===== config.mk =====
export PLATFORM = sky130hd
export DESIGN_NAME = fft_peak_pick_two
export DESIGN_NICKNAME = d
export VERILOG_FILES = /design/src/rtl/fft_peak_pick_two.sv
export SDC_FILE = /design/constraint.sdc
export NUM_CORES = 1
export LEC_CHECK = 0
export ABC_AREA = 1
export CAP_MARGIN = 20
export CORE_MARGIN = 5
export CORE_UTILIZATION = 45
export CTS_BUF_LIST = sky130_fd_sc_hd__clkbuf_4
export CTS_CLUSTER_SIZE = 40
export DETAILED_ROUTE_END_ITERATION = 8
export PLACE_DENSITY = 0.73
export SLEW_MARGIN = 25
export SYNTH_ARGS = -nofsm -noshare
export SYNTH_HDL_FRONTEND = slang
export SYNTH_SLANG_ARGS = --single-unit

===== constraint.sdc =====
create_clock -name clk -period 13.2 [get_ports clk]
set_input_delay 1.98 -clock clk [delete_from_list [all_inputs] [get_ports clk]]
set_output_delay 1.98 -clock clk [all_outputs]
set_load 0.1 [all_outputs]

===== src/rtl/fft_peak_pick_two.sv =====
// Picks the two strongest local maxima of one positive-half FFT magnitude frame
// and reports their bin, magnitude and frequency once per frame.
module fft_peak_pick_two #(
  parameter int N_FFT        = 2048,
  parameter int MAG_W        = 28,
  parameter int BIN_W        = 11,
  parameter int MIN_BIN      = 2,
  parameter int MAG_THRESH   = 0,
  parameter int FREQ_STEP_Q8 = 62500,
  parameter int FREQ_W       = 20
) (
  input  logic              clk,
  input  logic              rst,
  input  logic              in_valid,
  input  logic [MAG_W-1:0]  in_mag,
  input  logic [BIN_W-1:0]  in_bin,
  output logic [BIN_W-1:0]  peak1_bin,
  output logic [MAG_W-1:0]  peak1_mag,
  output logic [FREQ_W-1:0] peak1_freq,
  output logic [BIN_W-1:0]  peak2_bin,
  output logic [MAG_W-1:0]  peak2_mag,
  output logic [FREQ_W-1:0] peak2_freq,
  output logic [1:0]        peak_count,
  output logic              result_valid,
  output logic              frame_error,
  output logic              busy
);

  localparam int HALF   = N_FFT / 2;
  localparam int PROD_W = BIN_W + 17;
  localparam logic [MAG_W-1:0]  THRESH   = MAG_W'(MAG_THRESH);
  localparam logic [BIN_W-1:0]  LAST_BIN = BIN_W'(HALF - 1);
  localparam logic [PROD_W-1:0] STEP     = PROD_W'(FREQ_STEP_Q8);

  typedef enum logic [1:0] {IDLE, COLLECT, FINAL, REPORT} state_t;
  state_t state, state_nxt;

  logic [MAG_W-1:0] m1, m2;
  logic [BIN_W-1:0] expect_bin;
  logic [BIN_W-1:0] best1_bin, best2_bin;
  logic [MAG_W-1:0] best1_mag, best2_mag;

  logic              load_frame, col_err, col_acc, is_last, is_peak;
  logic [BIN_W-1:0]  cand;
  logic [MAG_W:0]    thresh_diff;
  logic [PROD_W-1:0] prod1, prod2;

  // Sample classification for the current cycle.
  assign load_frame  = in_valid && (in_bin == '0) && (state == IDLE || state == COLLECT);
  assign col_err     = (state == COLLECT) && in_valid && (in_bin != '0) && (in_bin != expect_bin);
  assign col_acc     = (state == COLLECT) && in_valid && (in_bin != '0) && (in_bin == expect_bin);
  assign is_last     = (in_bin == LAST_BIN);
  assign cand        = in_bin - BIN_W'(1);
  // Threshold test via subtraction borrow keeps the compare meaningful for any MAG_THRESH.
  assign thresh_diff = {1'b0, m1} - {1'b0, THRESH};
  assign is_peak     = (m1 > m2) && (m1 >= in_mag) && (cand >= BIN_W'(MIN_BIN)) &&
                       !thresh_diff[MAG_W];
  assign prod1       = PROD_W'(best1_bin) * STEP;
  assign prod2       = PROD_W'(best2_bin) * STEP;

  // NOTE: sequential state uses non-blocking assignments so every flop samples pre-edge values.
  always_ff @(posedge clk) begin
    if (rst) state <= IDLE;
    else     state <= state_nxt;
  end

  // NOTE: default assignment first so no path through this block infers a latch.
  always_comb begin
    state_nxt = state;
    unique case (state)
      IDLE:    if (load_frame) state_nxt = COLLECT;
      COLLECT: begin
        if (load_frame)           state_nxt = COLLECT;
        else if (col_err)         state_nxt = IDLE;
        else if (col_acc && is_last) state_nxt = FINAL;
      end
      FINAL:   state_nxt = REPORT;
      REPORT:  state_nxt = IDLE;
      default: state_nxt = IDLE;
    endcase
  end

  always_comb begin
    busy         = (state != IDLE);
    result_valid = (state == REPORT);
  end

  always_ff @(posedge clk) begin
    if (rst) begin
      m1          <= '0;
      m2          <= '0;
      expect_bin  <= '0;
      best1_bin   <= '0;
      best1_mag   <= '0;
      best2_bin   <= '0;
      best2_mag   <= '0;
      frame_error <= 1'b0;
      peak1_bin   <= '0;
      peak1_mag   <= '0;
      peak1_freq  <= '0;
      peak2_bin   <= '0;
      peak2_mag   <= '0;
      peak2_freq  <= '0;
      peak_count  <= '0;
    end else begin
      frame_error <= col_err;
      if (load_frame) begin
        best1_bin  <= '0;
        best1_mag  <= '0;
        best2_bin  <= '0;
        best2_mag  <= '0;
        m2         <= '0;
        m1         <= in_mag;
        expect_bin <= BIN_W'(1);
      end else if (col_acc) begin
        // Strict compares: on a tie the earlier bin keeps its slot.
        if (is_peak) begin
          if (m1 > best1_mag) begin
            best2_bin <= best1_bin;
            best2_mag <= best1_mag;
            best1_bin <= cand;
            best1_mag <= m1;
          end else if (m1 > best2_mag) begin
            best2_bin <= cand;
            best2_mag <= m1;
          end
        end
        m2         <= m1;
        m1         <= in_mag;
        expect_bin <= expect_bin + BIN_W'(1);
      end
      // Products are formed from the settled best slots and registered into the report.
      if (state == FINAL) begin
        peak1_bin  <= best1_bin;
        peak1_mag  <= best1_mag;
        peak1_freq <= FREQ_W'(prod1 >> 8);
        peak2_bin  <= best2_bin;
        peak2_mag  <= best2_mag;
        peak2_freq <= FREQ_W'(prod2 >> 8);
        peak_count <= {1'b0, best1_mag != '0} + {1'b0, best2_mag != '0};
      end
    end
  end

endmodule


# Word level (Yosys, flattened, before mapping)
# Index checks and enable logic that the tools add are counted.
# totals
n_memories,0
rom_bits,0
latchBits,0
inputBits,42
mem_bits_rw,0
word_cells,70
output_inout_bits,123
reg_bits,266
# op_classes
n_mux,13
div,0
addsub,3
n_shift,0
order_cmp,5
n_reduce_logical,22
eq_ne,8
n_bitwise,0
mul,2
# ops
cell,n
two-way mux 28 bit,4
greater-than comparator 28 bit,3
nonzero test 28 bit,2
multiplier 11 x 14 -> 25 bit (second input constant),2
greater-or-equal comparator 28 bit,1
two-way mux 11 bit,2
adder 11 x 1 -> 11 bit (second input constant),1
== test 11 x 10 -> 1 bit (second input constant),1
== test 11 bit,1
greater-or-equal comparator 11 x 2 -> 1 bit (second input constant),1
zero test 11 bit,1
!= test 11 bit,1
nonzero test 11 bit,1
subtractor 11 x 1 -> 11 bit (second input constant),1
logical AND 1 bit,9
two-way mux 2 bit,4
one-hot mux 2 bit (4 select lines),1
AND reduction 3 bit,2
nonzero test 2 bit,3
== test 2 bit (second input constant),2
!= test 4 x 3 -> 1 bit (second input constant),1
adder 1 x 1 -> 2 bit,1
== test 2 x 1 -> 1 bit (second input constant),1
zero test 2 bit,1
5 further kinds,6

# Longest topological paths before layout
# Gate-level depths: netlist of run 1.
# logic_depth
depth_word,9
mapped_depth,20
depth_no_buf,20

# Least setup slack after synthesis of run 1
# Ideal clock, no wire load.
# synth_timing
path_type,register to register
start,register best1_bin[4]
end,register peak1_freq[17]
stages_incl_launch_ff,18
period_less_slack_ps,4157
required_time_ps,13085
t_arrival_ps,4042
setup_time_ps,115
n_path_buf,0
slack_ps,9043
cell_sequence,dfxtp_1 > fa_1 > ha_1 > fa_1 > fa_1 > inv_1 > fa_1 > inv_1 > ha_1 > a21oi_1 > inv_1 > a21oi_1 > nand2_1 > nand2_1 > nand4_1 > xor2_1 > o21ai_0 > inv_1
# synth_between
elab_chain_len,1
# synth_rtl
element,line_no,source
start: declaration,40,"logic [BIN_W-1:0] best1_bin, best2_bin;"
start signal: assignment,121,best1_bin <= cand;
multiplier 11 x 14 -> 25 bit,58,assign prod1 = PROD_W'(best1_bin) * STEP;
end signal: assignment,136,peak1_freq <= FREQ_W'(prod1 >> 8);
end: declaration,19,"output logic [FREQ_W-1:0] peak1_freq,"
# No other way between the ends.
# A chain may end at the register's enable or synchronous reset.

# Worst setup path after layout of run 1
# Same ends and word-level chain as after synthesis.

==> summary.md, run 1 <==
| Metric | Value |
|---|---|
| Max Freq | 0.213 GHz |
| Combinational fraction of design power | 0.037 |
| DR WL/cell | 15.0 µm |
| Core Area | 40900 µm² |
| Hold Vio Cnt, Final | 0 |
| GPL Wtd Cong | 0.908 |
| Initial core utilization | 0.456 |
| First-iteration detailed-routing DRC count | 1060 |
| Fillers | 3884 |
| Clk root buf | clkbuf_4 |
| Post-route cell area | around 21000 µm² |
| PD cells | 74.1 nW/µm² |
| Clock share of power | 0.459 |
| Commonest non-fill, non-tap cells in the layout | 469 x nand2_1, 395 x inv_1, 297 x nor2_1 |
| Post-DP HPWL | 38400 µm |
| Top-level I/O count | roughly 170 |
| Vias | 16.9k |
| Reg clk slew, reported paths | 0.06 ns |
| Sequential share of the synthesized area | 0.285 |
| Status | complete, no violations |
| Async S/R FF share, synth | 0 |
| Crit Path Max Fanout | 7 |
| DRC Markers | 0 |
| Startpoint Class | register |
| Die Y | roughly 210 µm |
| CTS tree | done |
| Syn Std Cell Area | 18700 µm² |
| Number of cells produced by synthesis | 2578 |
| Resize count post-CTS | 0 |
| Synth-to-Final Area Change | 15.2% |
| VDD IR max | 0.0408 mV |
| Clock Latency Late Sink | around 0.75 ns |
| Postcts setup bufs | 0 |
| GR Overflow Total | 0 |
| TNS Setup | 0 ns |
| Post-synth EDFFs | 0 |
| First-pass GRT wire length | 81100 µm |
| Arr. time, crit path | 5.27 ns |
| Net Sw Frac | 0.248 |
| GRT Total Usage | 0.216 |
| Maximum capacitance violations | 0 |
| Antenna-violating nets left | 0 |
| Setup CP Type | reg -> reg |
| FP Rows | 74 |
| Initial antenna violation count | 1 |
| Min cycle time layout | 4.69 ns |
| Number of unique standard cell types used by synthesis | 43 |
| Leakage | 11.3 nW |
| WP data required | 13.78 ns |
| DP Area | 20600 µm² |
| H-tree Lvls | 3 |
| Area of the multi-input gates | about 11000 µm² |
| Largest net degree at the start of global routing | 136 |
| Hold Crit Class | reg -> reg |
| Die X | roughly 210 µm |
| CTS max path bufs | 3 |
| Sequential power share | 0.504 |
| Worst Setup End Kind | register |
| Pins Over Slew Limit | 0 |
| FF+latch area | 5330 µm² |
| Final Setup Violations | 0 |
| Yosys reg bits | 266 |
| Int Power | 1.20 mW |
| Drt via density | between 5 and 6 |
| CTS Hold Buffers Added | 0 |
| Number of I/O port buffers | 162 |
| RSZ-0062 raised after global routing | false |
| Vias in the first global route | 16.4k |
| CP peak stage delay | between 0.5 and 0.6 ns |
| Crit path cell chain | fa_1 > ha_1 > fa_1 > fa_1 > inv_1 > fa_1 > inv_1 > ha_1 > a21oi_1 > inv_1 > a21oi_1 > nand2_1 > nand2_1 > nand4_1 > xor2_1 > o21ai_0 > inv_1 |
| Tightest Pin Transition | 1.10 ns |
| Rel. slew slack | 0.266 |
| Slowest stage cell, crit path | fa_1 |
| Ys Warns | 0 |
| CTS Sinks | around 270 |
| Die area | about 46000 µm² |
| Clk_skew | 0.0648 ns |
| Synth Flop Type | dfxtp_1 |
| Final worst path period share | 0.355 |
| Share of cells above drive strength 1 | 0.0514 |
| Syn_area_per_cell | 7.24 µm² |
| Cts bufs inserted | 74 |
| Psw | 0.395 mW |
| Drt pass-1 iters | 5 |
| Commonest non-fill, non-tap cell in the layout | nand2_1 |
| Layout Nets | 3098 |
| Drt total wl | 49900 µm |
final timing paths:
path / slack, ns / end / startpoint / cells after the start
hold reg to reg: 0.46 / m2[22] / m2[22] / 2
setup reg to reg: 8.51 / peak1_freq[17] / best1_bin[4] / 17
hold / removal: 0.46 / m2[22] / m2[22] / 2
setup / recovery: 8.51 / peak1_freq[17] / best1_bin[4] / 17
stage by stage:
stage                     setup slack [ns]  power, mW  hold slack [ns]  std cells  utilization
after detailed placement              7.88      0.880            0.451       3188        0.503
after global placement                8.03      0.879            0.444       3188        0.503
after CTS                             8.55       1.62            0.461       3313        0.525
after floorplan                       9.04      0.855            0.433       2579            -
after global routing                  8.19       1.67            0.483       3314        0.525
final                                 8.51       1.59            0.462       3314        0.525
metal layers:
metal,GRT usage,vias up,wire (µm)
met3,0.0423,73,3040
met4,0.0726,0,1140
met5,0,-,0
met1,0.288,7715,22900
met2,0.355,453,22800
li1,-,8649,-
power by group through the flow:
| stage | clock network, mW | registers, mW | logic [mW] |
|---|---|---|---|
| after global placement | 0 | 0.821 | 0.0586 |
| final | 0.731 | 0.803 | 0.0597 |
| after floorplan | 0 | 0.821 | 0.0346 |
| after detailed placement | 0 | 0.821 | 0.0592 |
| after global routing | 0.800 | 0.802 | 0.0663 |
| after CTS | 0.759 | 0.803 | 0.0595 |
registers in the layout (all words and copies together) (netlist names), 19 cells and up, named ones only:
signal / count
peak1_mag: 28
best2_mag: 28
m2: 28
peak2_mag: 28
m1: 28
peak1_freq: 19
peak2_freq: 19
best1_mag: 28
worst max-delay path, delay by kind of cell, from the launching register on:
family,cells,cell delay [ns]
DFF,1,0.51
adders and majority gates,6,2.71
xor gates and xnor gates,1,0.18
buffers and inverters,4,0.26
AOI/OAI and AO/OA,3,0.62
and+or+nand+nor,3,0.23
cells in the mapped netlist, types with 5 or more instances:
master	n	area, µm²
a21o_1	19	143
a21oi_1	247	1240
buf_1	10	37.5
buf_2	26	130
buf_4	5	37.5
clkbuf_1	50	188
dfxtp_1	266	5330
fa_1	60	1200
ha_1	264	3300
inv_1	395	1480
inv_2	5	18.8
nand2_1	470	1760
nand3_1	84	420
nand4_1	35	219
nor2_1	298	1120
nor3_1	18	90.1
nor4_1	13	81.3
o21a_1	5	37.5
o21ai_0	225	1130
o21bai_1	8	60.1
xnor2_1	7	61.3
xor2_1	34	298
cells by family (layout without fill, tap and decap cells):
logic type / after synthesis / in the layout / synth area share
simple gates: 933 / 933 / 0.204
compound gates: 515 / 515 / 0.144
buf+inv: 496 / 698 / 0.104
fa+ha+maj: 324 / 324 / 0.241
flops: 266 / 266 / 0.285
xor+xnor: 42 / 42 / 0.0201
other cells: 1 / 3 / 0.000201
mux: 1 / 1 / 0.000537
area by class of cell:
class | instances | area share
sequential | 266 | 0.248
antenna | 1 | 0.000116
clock inverter | 24 | 0.00605
tap | 532 | 0.0310
multi-input combinational | 1817 | 0.531
clock buffer | 101 | 0.0353
timing repair buffer | 171 | 0.0788
inverter | 402 | 0.0702
No activity file was read; power rests on OpenSTA's default activity.
==> inputs of run 2 (changes only) <==
--- a/config.mk
+++ b/config.mk
@@ -12,7 +12,7 @@
 export CTS_BUF_LIST = sky130_fd_sc_hd__clkbuf_4
 export CTS_CLUSTER_SIZE = 40
 export DETAILED_ROUTE_END_ITERATION = 8
-export PLACE_DENSITY = 0.73
+export PLACE_DENSITY = 0.75
 export SLEW_MARGIN = 25
 export SYNTH_ARGS = -nofsm -noshare
 export SYNTH_HDL_FRONTEND = slang
==> constraint.sdc (replaced) <==
create_clock -name clk -period 3.9 [get_ports clk]
set_input_delay 0.585 -clock clk [delete_from_list [all_inputs] [get_ports clk]]
set_output_delay 0.585 -clock clk [all_outputs]
set_load 0.1 [all_outputs]
==> run 2 against run 1 <==
  * The flow now finishes with violations (negative setup slack)
  * Critical endpoint is now peak2_freq[17]
  * Clock skew fell by 0.0093 ns
  * Largest cell class unchanged
  * Largest power group unchanged
  * Hold slack lost 0.096 ns
  * Total power increased to 3.5 times the previous value
==> summary.md, run 2 (synthesis results as in run 1) <==
| Metric | Value |
|---|---|
| Vias in the first global route | 17.1k (+4.3%) |
| Clk_skew | 0.0556 ns (-0.00926 ns) |
| Clock Latency Late Sink | 0.79 ns (+0.04 ns) |
| PD cells | 237 nW/µm² (+220%) |
| Status | complete, but fails checks |
| DR WL/cell | 15.5 µm (+3.2%) |
| Pins Over Slew Limit | 0 (unchanged) |
| DRC Markers | 0 (unchanged) |
| Max Freq | 0.251 GHz (+18%) |
| Critical path launch point | best2_bin[3] |
| H-tree Lvls | 3 (unchanged) |
| Maximum capacitance violations | 0 (unchanged) |
| CTS Hold Buffers Added | 0 (unchanged) |
| Leakage | 11.9 nW (+5.4%) |
| Hold Vio Cnt, Final | 0 (unchanged) |
| Final Non-Filler Cells | 3419 (+3.2%) |
| Worst Path Buf+Inv | 1 (-3) |
| Die area | 45600 µm² (unchanged) |
| Cell family with most CP delay | adder cells |
| FF+latch area | 5340 µm² (+0.33%) |
| First-iteration detailed-routing DRC count | 1304 (+23%) |
| Final Setup Violations | 9 (+9) |
| Share of cells above drive strength 1 | 0.135 (+0.0841) |
| Min cycle time layout | 3.99 ns (-0.702 ns) |
| Largest net degree at the start of global routing | 210 (+54%) |
| Arr. time, crit path | 4.67 ns (-0.60 ns) |
| Cts bufs inserted | 74 (unchanged) |
| Top-level I/O count | 165 (unchanged) |
| CTS tree | done |
| GRT Total Usage | 0.228 (+0.0120) |
| Crit Path Max Fanout | 4 (-3) |
| Worst Setup End Kind | register |
| GPL Wtd Cong | 0.847 (-6.6%) |
| Vias | 17.5k (+3.6%) |
| Synth-to-Final Area Change | 24.9% |
| FP Rows | 74 (unchanged) |
| Tot Pwr | 5.53 mW (+250%) |
| Drt via density | 5.12 (+0.38%) |
| Number of I/O port buffers | 162 (unchanged) |
| Commonest non-fill, non-tap cell in the layout | nand2_1 |
| CP peak stage delay | 0.60 ns (+0.06 ns) |
| RSZ-0062 raised after global routing | true |
| Initial core utilization | 0.456 (unchanged) |
| Startpoint Class | register |
| Drt total wl | 53100 µm (+6.4%) |
| Die X | 214 µm (unchanged) |
| Failing checks | negative setup slack |
| Clk root buf | clkbuf_4 |
| Rel. slew slack | 0.281 (+0.0150) |
| Slack of the worst reg-to-reg path | -0.09 ns (-8.60 ns) |
| Layout Nets | 3205 (+3.5%) |
| Hold_sp | in_mag[8] |
| Setup ws final | -0.0887 ns (-8.60 ns) |
| Initial antenna violation count | 2 (+1) |
| Drt pass-1 iters | 5 (unchanged) |
| Crit path cell chain | fa_2 > ha_4 > fa_1 > fa_1 > fa_2 > ha_4 > nand2_2 > nand2_2 > a21oi_2 > nand3_2 > nand3b_1 > nand3_1 > a21oi_1 > o21ai_1 > nand2_1 > inv_1 |
| Post-layout util | 0.569 (+0.0443) |
| Area of the multi-input gates | 12300 µm² (+7.7%) |
| Slowest stage cell, crit path | fa_2 |
| Die Y | 214 µm (unchanged) |
| Worst r2r src | best2_bin[3] |
| GR Overflow Total | 0 (unchanged) |
| First-pass GRT wire length | 85500 µm (+5.4%) |
| CTS max path bufs | 3 (unchanged) |
| Tightest Pin Transition | 1.08 ns (-0.0224 ns) |
| Commonest non-fill, non-tap cells in the layout | 450 x nand2_1, 382 x inv_1, 289 x nor2_1 |
| Final worst path period share | 1.02 (+0.667) |
| Hold Crit Class | in -> reg |
| WP data required | 4.58 ns (-9.20 ns) |
| Reg clk slew, reported paths | 0.06 ns (about the same) |
| Setup CP Type | reg -> reg |
| VDD IR max | 0.156 mV (+280%) |
| Post-DP HPWL | 39700 µm (+3.4%) |
| Fillers | 3764 (-3.1%) |
| Antenna-violating nets left | 0 (unchanged) |
| Placed Instances | 3284 (+3.0%) |
| Core Area | 40900 µm² (unchanged) |
| CTS Sinks | 266 (unchanged) |
run 2: cell count changes in the layout (fill, tap and decap cells not counted), sizes merged:
| cell | delta |
|---|---|
| clkbuf | +3 |
| inv | -1 |
| buf | +107 |
| clkinvlp | +1 |
| bufinv | +1 |
| clkinv | -6 |
run 2: routing by layer:
layer	GRT usage	vias up	share of wire
met5	0	-	0.00021
met4	0.0820	2	0.029
met3	0.0423	106	0.059
met2	0.371	468	0.46
met1	0.306	8041	0.45
li1	-	8874	-
run 2: what timing repair did:
item	CTS	global route
setup endpoints to repair	20	22
pin swaps	44	72
buffers inserted	5	6
gates resized for setup	63	99
run 2: final cells by class:
class	instances	area share
antenna	1	0.000107
clock buffer	104	0.0335
clock inverter	19	0.00607
inverter	402	0.0649
multi-input combinational	1817	0.527
sequential	266	0.229
tap	532	0.0286
timing repair buffer	278	0.110
run 2: where the power goes:
group / total (mW) / internal [mW] / switching, mW
Combinational: 0.204 / 0.0734 / 0.131
Sequential: 2.72 / 2.72 / 0.000258
Clock: 2.61 / 1.36 / 1.25
Total: 5.53 / 4.15 / 1.38
run 2: per-stage QoR:
stage / setup WS (ns) / setup TNS (ns) / hold WS [ns] / area [µm²]
final: -0.0887 / -0.422 / 0.366 / 23300
after global routing: -0.288 / -3.39 / 0.368 / 23300
after CTS: -0.0843 / -0.394 / 0.292 / 22800
after detailed placement: -0.236 / -2.41 / 0.449 / 21400
after global placement: -0.183 / -1.64 / 0.441 / 21400
after floorplan: 0.0137 / 0 / 0.433 / 18700
run 2: worst reg2reg max path, delay by kind of cell (launching register included):
kind | cells | cell delay, ns
compound gates | 3 | 0.38
buf+inv | 1 | 0.03
fa+ha+maj | 6 | 2.62
simple gates | 6 | 0.53
flops | 1 | 0.33
run 2: worst paths after layout:
path / to / depth (start not counted)
worst min-delay path: m1[8] / 3
worst max register to register: peak2_freq[17] / 16
worst min register to register: m2[14] / 2
worst max-delay path: peak2_freq[17] / 16
==> RTL change (settings of run 2) <==
Remove the register `frame_error`: a continuous assignment takes its place, so the output `frame_error` follows one clock earlier.
--- a/src/rtl/fft_peak_pick_two.sv
+++ b/src/rtl/fft_peak_pick_two.sv
@@ -94,7 +94,6 @@
       best1_mag   <= '0;
       best2_bin   <= '0;
       best2_mag   <= '0;
-      frame_error <= 1'b0;
       peak1_bin   <= '0;
       peak1_mag   <= '0;
       peak1_freq  <= '0;
@@ -103,7 +102,6 @@
       peak2_freq  <= '0;
       peak_count  <= '0;
     end else begin
-      frame_error <= col_err;
       if (load_frame) begin
         best1_bin  <= '0;
         best1_mag  <= '0;
@@ -142,5 +140,7 @@
     end
   end
 
+  assign frame_error = col_err;
+
 endmodule
 
Function: changed (Yosys sat finds a counterexample within 4 cycles, from zero or initial values and one cycle with rst high).
==> RTL change against run 2 <==
  * The flow still finishes with violations (setup timing)
  * Power rose by 4.6%
  * Final area rose by 4.0%
  * Combinational power rose by 31%
  * Count of clock-buffer cells in the layout rose by 6
  * Wire length rose by 15%
  * Synthesized area rose by 2.9%
  * Sequential cell count fell by 1
  * First-iteration DRC count rose by 9.7%
  * Clock skew rose by 0.025 ns
  * Sequential share of layout area fell by 0.96 points
  * Worst setup slack got worse by 0.092 ns
  * Critical path type unchanged
  * Largest power group is now the clock network
==> RTL change: results (changes against run 2) <==
dpl_worst_slack_ns: -0.2490  # -0.01300 ns
dp_hpwl_um: 45800  # +15%
drt_first_iter_violations: 1431  # +9.7%
status: "finished, violations left"
grt_pass1_wl_um: 95250  # +11%
synth_sequential_area_ratio_pct: 27.65  # -0.90 points
highest_layer: "met4"
grt_util_met1_pct: 32.84  # +2.3 points
place_area_um2: 22200  # +3.5%
timing.critical_path.arrival_ns: 4.77  # +0.10 ns
worst_case_setup_margin_in_the_final_layout_ns: -0.1803  # -0.09161 ns
path_max_fanout: 4  # unchanged
routed_via_density: 5.261  # +2.8%
yosysWarnings: 0  # unchanged
synth_top_cells_by_area: "sky130_fd_sc_hd__dfxtp_1 (28%), sky130_fd_sc_hd__ha_1 (17%), sky130_fd_sc_hd__nand2_1 (9.6%)"
xor_xnor_share_of_the_synthesized_area_pct: 1.591  # -0.42 points
synthMuxAreaShare_pct: 0  # -0.054 points
clock-skew-final_ns: 0.08036  # +0.02478 ns
groute.layer.met3.usage_pct: 4.410  # +0.18 points
h-tree-depth: 3  # unchanged
failed_checks: "setup timing"
total_leakage_power_uw: 0.01226  # +3.0%
irDropWorstVdd_uv: 170.6  # +9.3%
final_net_count: 3351  # +4.6%
fillcell_total: 3831  # +1.8%
path_clk_slew_ns: 0.07
antenna_found_initial: 2  # unchanged
critical_path.slowest_cell: "sky130_fd_sc_hd__fa_1"
pin_count_of_the_biggest_net_entering_global_routing: 188  # -10%
dr_vias: 18873  # +7.9%
met1_length_um: 26510  # +11%
first_global_vias: 18479  # +8.3%
post_synth_fa_ha_maj_area_fraction_pct: 23.47  # -0.67 points
yosys.cell_types.count: 48  # +12%
final_replace_weighted_congestion: 0.9364  # +11%
globalRouteMet2Util_pct: 41.20  # +4.1 points
synth.cells.most_frequent: "sky130_fd_sc_hd__nand2_1 (490), sky130_fd_sc_hd__inv_1 (428), sky130_fd_sc_hd__nor2_1 (322), sky130_fd_sc_hd__dfxtp_1 (265), sky130_fd_sc_hd__ha_1 (264)"
synth_compound_area_share_pct: 12.60  # -1.8 points
worst_skew_pair.late_latency_ns: 0.84  # +0.05 ns
avgSynthCellArea_um2: 7.120  # -1.6%
drive_gt1_share_pct: 15.38  # +1.8 points
met3WireLength_um: 4055  # +29%
setup_viol: 18  # +9
met2_wirelength_um: 28230  # +16%
timing.setup.tns_ns: -1.550  # -1.128 ns
clock-root-buffer: "sky130_fd_sc_hd__clkbuf_4"
maximum_count_of_clock_buffers_along_a_single_path: 3  # unchanged
globalRouteTotalUtil_pct: 24.90  # +2.1 points
portBuffers: 162  # unchanged
detail_route.wirelength_um: 60770  # +15%
worst_case_headroom_to_the_max_slew_limit_pct: 30.07  # +2.0 points
numCtsBuffers: 77  # +4.1%
multiInputGateArea_um2: 12750  # +3.8%
drt_first_pass_iters: 8  # +3
[RTL change: timing repair]
item,in CTS,in global routing
buffers inserted,8,3
pin swaps,65,63
gates resized for setup,118,80
setup endpoints to repair,22,24
[RTL change: cell type report]
cell class,count,area share [%]
Antenna cell,6,0.06195
Clock buffer,110,3.407
Clock inverter,26,0.8104
Inverter,435,6.747
Multi-Input combinational cell,1895,52.60
Sequential cell,265,21.97
Tap cell,539,2.782
Timing Repair Buffer,311,11.63
[RTL change: report_power, final]
group	internal, µW	leakage (µW)	switching (µW)	total, µW
combinational	90.7	0.00952	177	268
clock	1500	0.000605	1300	2810
sequential	2710	0.00214	1.99	2710
[RTL change: final timing paths]
path | startpoint | to | slack (ns) | depth (start not counted)
setup / recovery | best2_bin[3] | peak2_freq[15] | -0.18 | 15
hold / removal | in_mag[27] | m1[27] | 0.33 | 3
setup reg to reg | best2_bin[3] | peak2_freq[15] | -0.18 | 15
hold reg to reg | m2[3] | m2[3] | 0.46 | 2
